===== src/rtl/result_read_controller.sv =====
// Memory-mapped read responder for the CNN accelerator slave: streams layer-1
// results from the result SRAM through an auto-incrementing window and exposes two status registers.
module result_read_controller #(
    parameter logic [15:0] LAYER1_RESULT_NUM          = 16'd8192,
    parameter logic [31:0] RESULT_ADDRESS             = 32'hd000_0000,
    parameter logic [31:0] IMAGE_SET_REGISTER_ADDRESS = 32'hd111_0000,
    parameter logic [31:0] INTERRUPT_REGISTER_ADDRESS = 32'hd222_0000
) (
    input  logic        clk,
    input  logic        rst,
    input  logic [31:0] araddr,
    input  logic        arvalid,
    output logic        arready,
    output logic [31:0] rdata,
    output logic        rvalid,
    input  logic        rready,
    input  logic        layer1_result_store_done,
    input  logic [1:0]  image_set_register_data_output,
    input  logic        interrupr_register_data_output,
    output logic        read_result_mem,
    output logic [15:0] result_mem_addr,
    input  logic [15:0] result_mem_data,
    output logic        layer1_result_read_done
);

    typedef enum logic [1:0] {IDLE, MEM_WAIT, RESP} state_t;

    localparam logic [15:0] LAST_IDX = LAYER1_RESULT_NUM - 16'd1;

    state_t      state_q;
    logic [15:0] count_q;
    logic [31:0] rdata_q;
    logic        arready_q;
    logic        rvalid_q;
    logic        done_q;

    logic hit_result;
    logic hit_image;
    logic hit_intr;
    logic mem_rd;

    assign hit_result = (araddr == RESULT_ADDRESS);
    assign hit_image  = (araddr == IMAGE_SET_REGISTER_ADDRESS);
    assign hit_intr   = (araddr == INTERRUPT_REGISTER_ADDRESS);

    // SRAM strobe fires in the handshake cycle so data lands one cycle later.
    assign mem_rd = (state_q == IDLE) && arvalid && hit_result && layer1_result_store_done;

    assign read_result_mem         = mem_rd;
    assign result_mem_addr         = mem_rd ? count_q : 16'd0;
    assign arready                 = arready_q;
    assign rvalid                  = rvalid_q;
    assign rdata                   = rdata_q;
    assign layer1_result_read_done = done_q;

    always_ff @(posedge clk or posedge rst) begin
        if (rst) begin
            state_q   <= IDLE;
            count_q   <= 16'd0;
            rdata_q   <= 32'd0;
            arready_q <= 1'b1;
            rvalid_q  <= 1'b0;
            done_q    <= 1'b0;
        end else begin
            done_q <= 1'b0;
            if (mem_rd) begin
                if (count_q == LAST_IDX) begin
                    count_q <= 16'd0;
                    done_q  <= 1'b1;
                end else begin
                    count_q <= count_q + 16'd1;
                end
            end

            case (state_q)
                IDLE: begin
                    if (arvalid) begin
                        arready_q <= 1'b0;
                        if (mem_rd) begin
                            state_q <= MEM_WAIT;
                        end else begin
                            state_q  <= RESP;
                            rvalid_q <= 1'b1;
                            // Result window before the store completes reads as zero.
                            if (hit_image)
                                rdata_q <= {30'd0, image_set_register_data_output};
                            else if (hit_intr)
                                rdata_q <= {31'd0, interrupr_register_data_output};
                            else
                                rdata_q <= 32'd0;
                        end
                    end
                end
                MEM_WAIT: begin
                    rdata_q  <= {{16{result_mem_data[15]}}, result_mem_data};
                    rvalid_q <= 1'b1;
                    state_q  <= RESP;
                end
                RESP: begin
                    if (rready) begin
                        rvalid_q  <= 1'b0;
                        arready_q <= 1'b1;
                        state_q   <= IDLE;
                    end
                end
                default: begin
                    state_q   <= IDLE;
                    arready_q <= 1'b1;
                    rvalid_q  <= 1'b0;
                end
            endcase
        end
    end

endmodule


===== config.mk =====
export PLATFORM = sky130hd
export DESIGN_NAME = result_read_controller
export DESIGN_NICKNAME = d
export VERILOG_FILES = /design/src/rtl/result_read_controller.sv
export SDC_FILE = /design/constraint.sdc
export NUM_CORES = 1
export LEC_CHECK = 0
export ABC_AREA = 1
export BUFFER_PORTS_ARGS = -buffer_cell sky130_fd_sc_hd__buf_4
export CAP_MARGIN = 20
export CORE_ASPECT_RATIO = 0.75
export CORE_UTILIZATION = 43
export CTS_CLUSTER_SIZE = 25
export DETAILED_ROUTE_END_ITERATION = 12
export GPL_ROUTABILITY_DRIVEN = 0
export GPL_TIMING_DRIVEN = 0
export PLACE_DENSITY_LB_ADDON = 0.08
export REMOVE_ABC_BUFFERS = 1
export SYNTH_ARGS = -nofsm -noshare
export SYNTH_HDL_FRONTEND = slang
export SYNTH_SLANG_ARGS = --single-unit

===== constraint.sdc =====
create_clock -name clk -period 1.3 [get_ports clk]
set_input_delay 0.26 -clock clk [delete_from_list [all_inputs] [get_ports clk]]
set_output_delay 0.26 -clock clk [all_outputs]
set_load 0.01 [all_outputs]

==> results.sh, run 1 <==
export IMPL_grt_total_usage=0.255
export IMPL_r2r_slack_ns=-0.50
export IMPL_power_clock_fraction=0.286
export IMPL_dp_hpwl_mm=4.28
export IMPL_crit_path_max_fanout=7
export IMPL_cts_max_path_buffers=2
export IMPL_place_port_buffers=107
export IMPL_dr_pass1_iters=4
export IMPL_std_cell_rows=22
export IMPL_worst_endpoint_arrival_ns=1.68
export IMPL_syn_area_per_cell_sq_um=6.84
export IMPL_cp_endpoint_kind="primary output"
export IMPL_outcome="finished with violations"
export IMPL_routed_wirelength_mm=7.27
export IMPL_post_synth_xor_area_fraction=0.0408
export IMPL_critical_path_required_ns=1.04
export IMPL_timing_final_crit_share=1.49
export IMPL_pwr_density_cell_nw_per_um2=759
export IMPL_synthAdderAreaFrac=0.00531
export IMPL_clock_sink_count=37
export IMPL_start_kind="flip-flop"
export IMPL_capture_point_of_the_worst_reg_to_reg_path="rdata[0]"
export IMPL_synth_top_cells_by_area="sky130_fd_sc_hd__dfrtp_1, sky130_fd_sc_hd__nand2_1, sky130_fd_sc_hd__nor2_1"
export IMPL_comb_power_share=0.288
export IMPL_worstSetupPathType="flip-flop to primary output"
export IMPL_power_total_mw=2.91
export IMPL_synth_seq_cells=37
export IMPL_cts_clk_slew_worst_paths_ns=0.08
export IMPL_nets=519
export IMPL_number_of_i_o_pins=108
export IMPL_violations_in_the_final_reports="negative setup slack"
export IMPL_pin_count_of_the_biggest_net_entering_global_routing=38
export IMPL_dieArea_sq_um=5790
export IMPL_slew_limit_headroom=0.478
export IMPL_synth_edf_count=0
export IMPL_dominantRegCellSynth="sky130_fd_sc_hd__dfrtp_1"
export IMPL_clock_latency_ns=0.30
export IMPL_non_filler_instance_count_after_layout=535
export IMPL_first_pass_grt_wire_length_mm=11.2
export IMPL_final_layout_size_suffix_gt1_frac=0.486
export IMPL_post_synth_mux_area_share=0
export IMPL_drv_cap=0
export IMPL_fp_dieH_um=66.1
export IMPL_synth_cell_types=26
export IMPL_worst_pin_slew_ns=0.782
export IMPL_grt_setup_unrepaired="true"
export IMPL_final_max_slew_violation_count=0
export IMPL_global_route_overflow_total=0
export IMPL_syn_cell_area_sq_um=2360
export IMPL_synth_compound_area_frac=0.0170
export IMPL_first_global_vias=2429
export IMPL_worst_path_max_delay_cell="sky130_fd_sc_hd__dfrtp_1"
export IMPL_cell_internal_power_dissipation_mw=1.92
export IMPL_antenna_found_initial=0
export IMPL_final_critical_period_ns=1.94
export IMPL_initial_core_util=0.463
export IMPL_synth_simple_area_share=0.411
export IMPL_vdd_drop_max_v=0.000712
export IMPL_synth_top_family_by_area="simple AND/OR/NAND/NOR gates"
export IMPL_seq_power_share=0.426
export IMPL_number_of_instances_in_the_placed_design=502
export IMPL_crit_buf_inv=2
export IMPL_synth_yosys_seq_area_share=0.393
export IMPL_flow_area_growth_from_synthesis_pct=62.4
export IMPL_tritoncts_num_buffers=5
export IMPL_core_box_area_sq_um=5090
export IMPL_leakage_nw=1.96
export IMPL_hold_ws_ns=0.109
export IMPL_totalNegativeSetupSlack_ns=-21.67
export IMPL_most_repeated_cell_in_the_gate_level_netlist_after_synthesis="sky130_fd_sc_hd__nand2_1"
export IMPL_antenna_diodes=0
export IMPL_ant_nets=0
export IMPL_report_final_setup_viol=53
export IMPL_die_width_um=87.5
export IMPL_clock_skew_ns=0.00935
export IMPL_longest_individual_stage_delay_on_the_worst_path_ns=0.40
export IMPL_switching_share=0.338
export IMPL_average_wire_length_per_cell_after_detail_routing_um=13.6
export IMPL_yosys_warnings=0
export IMPL_async_reset_ff_frac=1.00
export IMPL_setup_worst_path_start="state_q[0]"
export IMPL_syn_inst=345
export IMPL_tritoncts="yes"
export IMPL_synth_top_area_frac=0.382
export IMPL_worst_r2r_startpoint="state_q[0]"
export IMPL_power_switching_uw=983
export IMPL_cts_htree_levels=2
export IMPL_worst_slack_ns=-0.638
export IMPL_hold_violations=0
export IMPL_synth_area_leader="sky130_fd_sc_hd__dfrtp_1"
export IMPL_final_core_utilization=0.752
export IMPL_synth_top_cells_by_count="sky130_fd_sc_hd__nand2_1, sky130_fd_sc_hd__nor2_1, sky130_fd_sc_hd__dfrtp_1, sky130_fd_sc_hd__inv_1, sky130_fd_sc_hd__buf_4"
export IMPL_drc_errors=0
export IMPL_rr_worst_depth=12
export IMPL_clock_fmax_ghz=0.516
export IMPL_crit_chain="nor2_2 > nand2_1 > nor2_1 > nand2_1 > nor2_4 > buf_12 > nand2_8 > nor2_4 > buf_6"
export IMPL_routed_via_count=2599
export IMPL_via_to_cell_ratio=4.86
export IMPL_drt_first_iter_violations=218
export IMPL_clk_root_buffer_cell="sky130_fd_sc_hd__clkbuf_8"
export IMPL_min_delay_path_class="primary input to asynchronous set/reset pin"
export IMPL_critical_path_top_delay_family="simple AND/OR/NAND/NOR gates"
[cell families (layout without fill, tap and decap cells)]
kind of cell,count (synthesis),count (layout)
buffers and inverters,61,174
DFF,37,37
AOI/OAI and AO/OA,8,8
adders and majority gates,1,1
xor gates and xnor gates,11,11
and+or+nand+nor,227,232
[layer usage]
| layer | part of all wire | GRT usage | vias to the layer above |
|---|---|---|---|
| met3 | 0.089 | 0.0524 | 13 |
| met4 | 0.017 | 0.0635 | 0 |
| met5 | 0 | 0 | - |
| met1 | 0.43 | 0.352 | 1194 |
| met2 | 0.46 | 0.408 | 125 |
| li1 | - | - | 1267 |
[cell type report]
cell class | instances | area, sq um
inverters | 38 | 145
flip-flops and latches | 37 | 928
clock buffers | 5 | 68.8
repair buffers | 128 | 1030
multi-input cells | 252 | 1540
well taps | 72 | 90.1
fillers | 369 | 1260
clock inverters | 3 | 22.5
[power groups by stage]
| stage | Clock (mW) | Sequential, mW | Combinational (mW) |
|---|---|---|---|
| 2_1_floorplan | 0 | 1.28 | 0.230 |
| 3_3_place_gp | 0 | 1.26 | 0.504 |
| 3_5_place_dp | 0 | 1.26 | 0.506 |
| 4_1_cts | 0.837 | 1.23 | 0.823 |
| 5_1_grt | 0.907 | 1.24 | 0.904 |
| 6_report | 0.832 | 1.24 | 0.837 |
[state kept, by name, summed over array words and instances (netlist names)]
signal,cells
count_q,16
rdata,16
state_q,2
arready,1
layer1_result_read_done,1
rvalid,1
[how the worst max path moves through the flow]
stage / depth (start not counted) / end / slack [ns]
after floorplan: 10 / rdata[0] / -0.54
after global placement: 11 / rdata[0] / -1.21
after detailed placement: 11 / rdata[0] / -1.21
after CTS: 9 / result_mem_addr[3] / -0.59
after global routing: 9 / result_mem_addr[12] / -0.75
final: 9 / result_mem_addr[7] / -0.64
[stage by stage]
| step | area (sq um) | setup slack (ns) |
|---|---|---|
| 2_1_floorplan | 2190 | -0.537 |
| 3_3_place_gp | 3080 | -1.21 |
| 3_5_place_dp | 3090 | -1.21 |
| 4_1_cts | 3690 | -0.588 |
| 5_1_grt | 3830 | -0.746 |
| 6_report | 3830 | -0.638 |
[what timing repair did]
action,4_1_cts,5_1_grt
buffers inserted,17,4
setup endpoints to repair,70,71
gates cloned,5,0
hold buffers,0,0
pin swaps,26,16
gates resized for setup,83,31
[placed cells by master, fill, tap and decap left out, types with 2 or more instances in the layout]
cell type and instances:
sky130_fd_sc_hd__nand3b_1 2, sky130_fd_sc_hd__clkinv_4 2, sky130_fd_sc_hd__nand3_1 8, sky130_fd_sc_hd__dfrtp_1 35, sky130_fd_sc_hd__nand2_4 3, sky130_fd_sc_hd__nand4_1 5, sky130_fd_sc_hd__nor2_4 15, sky130_fd_sc_hd__o21ai_0 4
sky130_fd_sc_hd__nor3_4 4, sky130_fd_sc_hd__xor2_1 10, sky130_fd_sc_hd__nand3_2 3, sky130_fd_sc_hd__buf_6 13, sky130_fd_sc_hd__nor3_1 3, sky130_fd_sc_hd__nand2_1 98, sky130_fd_sc_hd__clkbuf_8 5, sky130_fd_sc_hd__buf_12 2
sky130_fd_sc_hd__nand2_2 25, sky130_fd_sc_hd__inv_2 5, sky130_fd_sc_hd__nor2_2 14, sky130_fd_sc_hd__nand2_8 6, sky130_fd_sc_hd__buf_4 113, sky130_fd_sc_hd__inv_1 32, sky130_fd_sc_hd__nor3_2 4, sky130_fd_sc_hd__nor2_1 38
Power figures use the tool's default switching activity.
==> inputs of run 2 (changes only) <==
--- a/config.mk
+++ b/config.mk
@@ -16,6 +16,7 @@
 export GPL_TIMING_DRIVEN = 0
 export PLACE_DENSITY_LB_ADDON = 0.08
 export REMOVE_ABC_BUFFERS = 1
+export SETUP_SLACK_MARGIN = 0.3
 export SYNTH_ARGS = -nofsm -noshare
 export SYNTH_HDL_FRONTEND = slang
 export SYNTH_SLANG_ARGS = --single-unit
==> run 2 against run 1 <==
  * The run still ends with negative setup slack left
  * Sequential share of layout area shrank 1.9 points
  * Register-to-register slack lost 0.02 ns
  * Design area grew 8.4%
  * Sequential power is essentially flat
  * Clock power grew 3.0%
  * Critical path depth is the same
  * Total power grew 5.9%
  * Die area is the same
  * Combinational power grew 16%
  * Routed wire length grew 18%
==> results.sh, run 2 (same netlist as run 1, synthesis figures left out) <==
export IMPL_antenna_diodes=0
export IMPL_global_route_overflow_total=0
export IMPL_final_critical_period_ns=1.98
export IMPL_ant_nets=0
export IMPL_pin_count_of_the_biggest_net_entering_global_routing=38
export IMPL_dr_pass1_iters=4
export IMPL_first_global_vias=2536
export IMPL_core_box_area_sq_um=5090
export IMPL_cp_endpoint_kind="primary output"
export IMPL_number_of_i_o_pins=108
export IMPL_initial_core_util=0.463
export IMPL_clock_latency_ns=0.30
export IMPL_die_width_um=87.5
export IMPL_final_max_slew_violation_count=0
export IMPL_place_port_buffers=107
export IMPL_crit_path_max_fanout=7
export IMPL_worst_r2r_startpoint="state_q[1]"
export IMPL_worstSetupPathType="flip-flop to primary output"
export IMPL_outcome="finished with violations"
export IMPL_nets=540
export IMPL_pwr_density_cell_nw_per_um2=741
export IMPL_capture_point_of_the_worst_reg_to_reg_path="rdata[0]"
export IMPL_hold_ws_ns=0.109
export IMPL_cts_htree_levels=2
export IMPL_grt_setup_unrepaired="true"
export IMPL_clock_fmax_ghz=0.506
export IMPL_layout_cells_most_common_list="sky130_fd_sc_hd__nand2_1, sky130_fd_sc_hd__buf_4, sky130_fd_sc_hd__buf_6"
export IMPL_dieArea_sq_um=5790
export IMPL_leakage_nw=2.12
export IMPL_cts_clk_slew_worst_paths_ns=0.09
export IMPL_grt_total_usage=0.273
export IMPL_cts_max_path_buffers=2
export IMPL_hold_violations=0
export IMPL_flow_area_growth_from_synthesis_pct=76.1
export IMPL_drc_errors=0
export IMPL_number_of_instances_in_the_placed_design=502
export IMPL_rr_worst_depth=13
export IMPL_via_to_cell_ratio=5.06
export IMPL_fp_dieH_um=66.1
export IMPL_routed_via_count=2816
export IMPL_drt_first_iter_violations=234
export IMPL_critical_path_required_ns=1.04
export IMPL_power_total_mw=3.08
export IMPL_dpl_worst_slack_ns=-1.21
export IMPL_totalNegativeSetupSlack_ns=-23.08
export IMPL_worst_endpoint_arrival_ns=1.72
export IMPL_vdd_drop_max_v=0.000697
export IMPL_layout_commonest_cell="sky130_fd_sc_hd__nand2_1"
export IMPL_slew_limit_headroom=0.475
export IMPL_worst_pin_slew_ns=0.787
export IMPL_dp_hpwl_mm=4.28
export IMPL_non_filler_instance_count_after_layout=556
export IMPL_clock_sink_count=37
export IMPL_start_kind="flip-flop"
export IMPL_first_pass_grt_wire_length_mm=11.9
export IMPL_violations_in_the_final_reports="negative setup slack"
export IMPL_average_wire_length_per_cell_after_detail_routing_um=15.4
export IMPL_clk_root_buffer_cell="sky130_fd_sc_hd__clkbuf_8"
export IMPL_std_cell_rows=22
export IMPL_final_layout_size_suffix_gt1_frac=0.504
export IMPL_antenna_found_initial=0
export IMPL_cts_hold_repair_buffers=0
export IMPL_tritoncts_num_buffers=5
export IMPL_r2r_slack_ns=-0.52
export IMPL_routed_wirelength_mm=8.58
export IMPL_report_final_setup_viol=70
export IMPL_min_delay_path_class="primary input to asynchronous set/reset pin"
export IMPL_drv_cap=0
export IMPL_clock_skew_ns=0.00844
export IMPL_tritoncts="yes"
export IMPL_timing_final_crit_share=1.52
export IMPL_worst_slack_ns=-0.675
[run 2: worst max-delay path by stage]
stage / depth (start not counted) / from / endpoint
floorplan: 10 / state_q[1] / rdata[0]
global placement: 11 / araddr[0] / rdata[0]
detailed placement: 11 / araddr[4] / rdata[0]
CTS: 9 / state_q[1] / result_mem_addr[3]
global route: 9 / state_q[1] / result_mem_addr[9]
finish: 9 / state_q[1] / result_mem_addr[7]
[run 2: per-stage QoR]
stage,utilization,instance area (sq um)
2_1_floorplan,-,2190
3_3_place_gp,0.605,3080
5_1_grt,0.816,4150
3_5_place_dp,0.607,3090
6_report,0.816,4150
4_1_cts,0.779,3970
[run 2: report_power, final]
group / internal (mW) / total [mW] / switching, mW
Sequential: 1.21 / 1.25 / 0.0397
Combinational: 0.402 / 0.971 / 0.569
Clock: 0.381 / 0.857 / 0.476
Total: 1.99 / 3.08 / 1.08
[run 2: routing by layer]
metal	up-vias	GRT usage	routed length (um)
met5	-	0	0
met4	0	0.0861	236
met3	31	0.0587	825
met2	183	0.442	4070
met1	1290	0.365	3440
li1	1312	-	-
[run 2: what timing repair did]
item                                    CTS  global route
gates resized for setup                 127            24
setup buffers                            29             9
cloned                                    7             1
endpoints found under the setup margin   89            89
pin swaps                                28            12
[run 2: cell type report]
cell class              instances  area, sq um
clock buffers                   5         68.8
repair buffers                149         1380
fillers                       301          938
clock inverters                 3         22.5
flip-flops and latches         37          928
well taps                      72         90.1
multi-input cells             252         1520
inverters                      38          145
[run 2: critical path: stages, from the launching register on]
cell and delay [ns]:
sky130_fd_sc_hd__dfrtp_1 0.40, sky130_fd_sc_hd__nor2_2 0.14, sky130_fd_sc_hd__nand2_1 0.06, sky130_fd_sc_hd__nor2_1 0.08
sky130_fd_sc_hd__nand2_1 0.09, sky130_fd_sc_hd__nor2_4 0.15, sky130_fd_sc_hd__buf_12 0.14, sky130_fd_sc_hd__nand2_8 0.08
sky130_fd_sc_hd__nor2_2 0.13, sky130_fd_sc_hd__buf_4 0.14
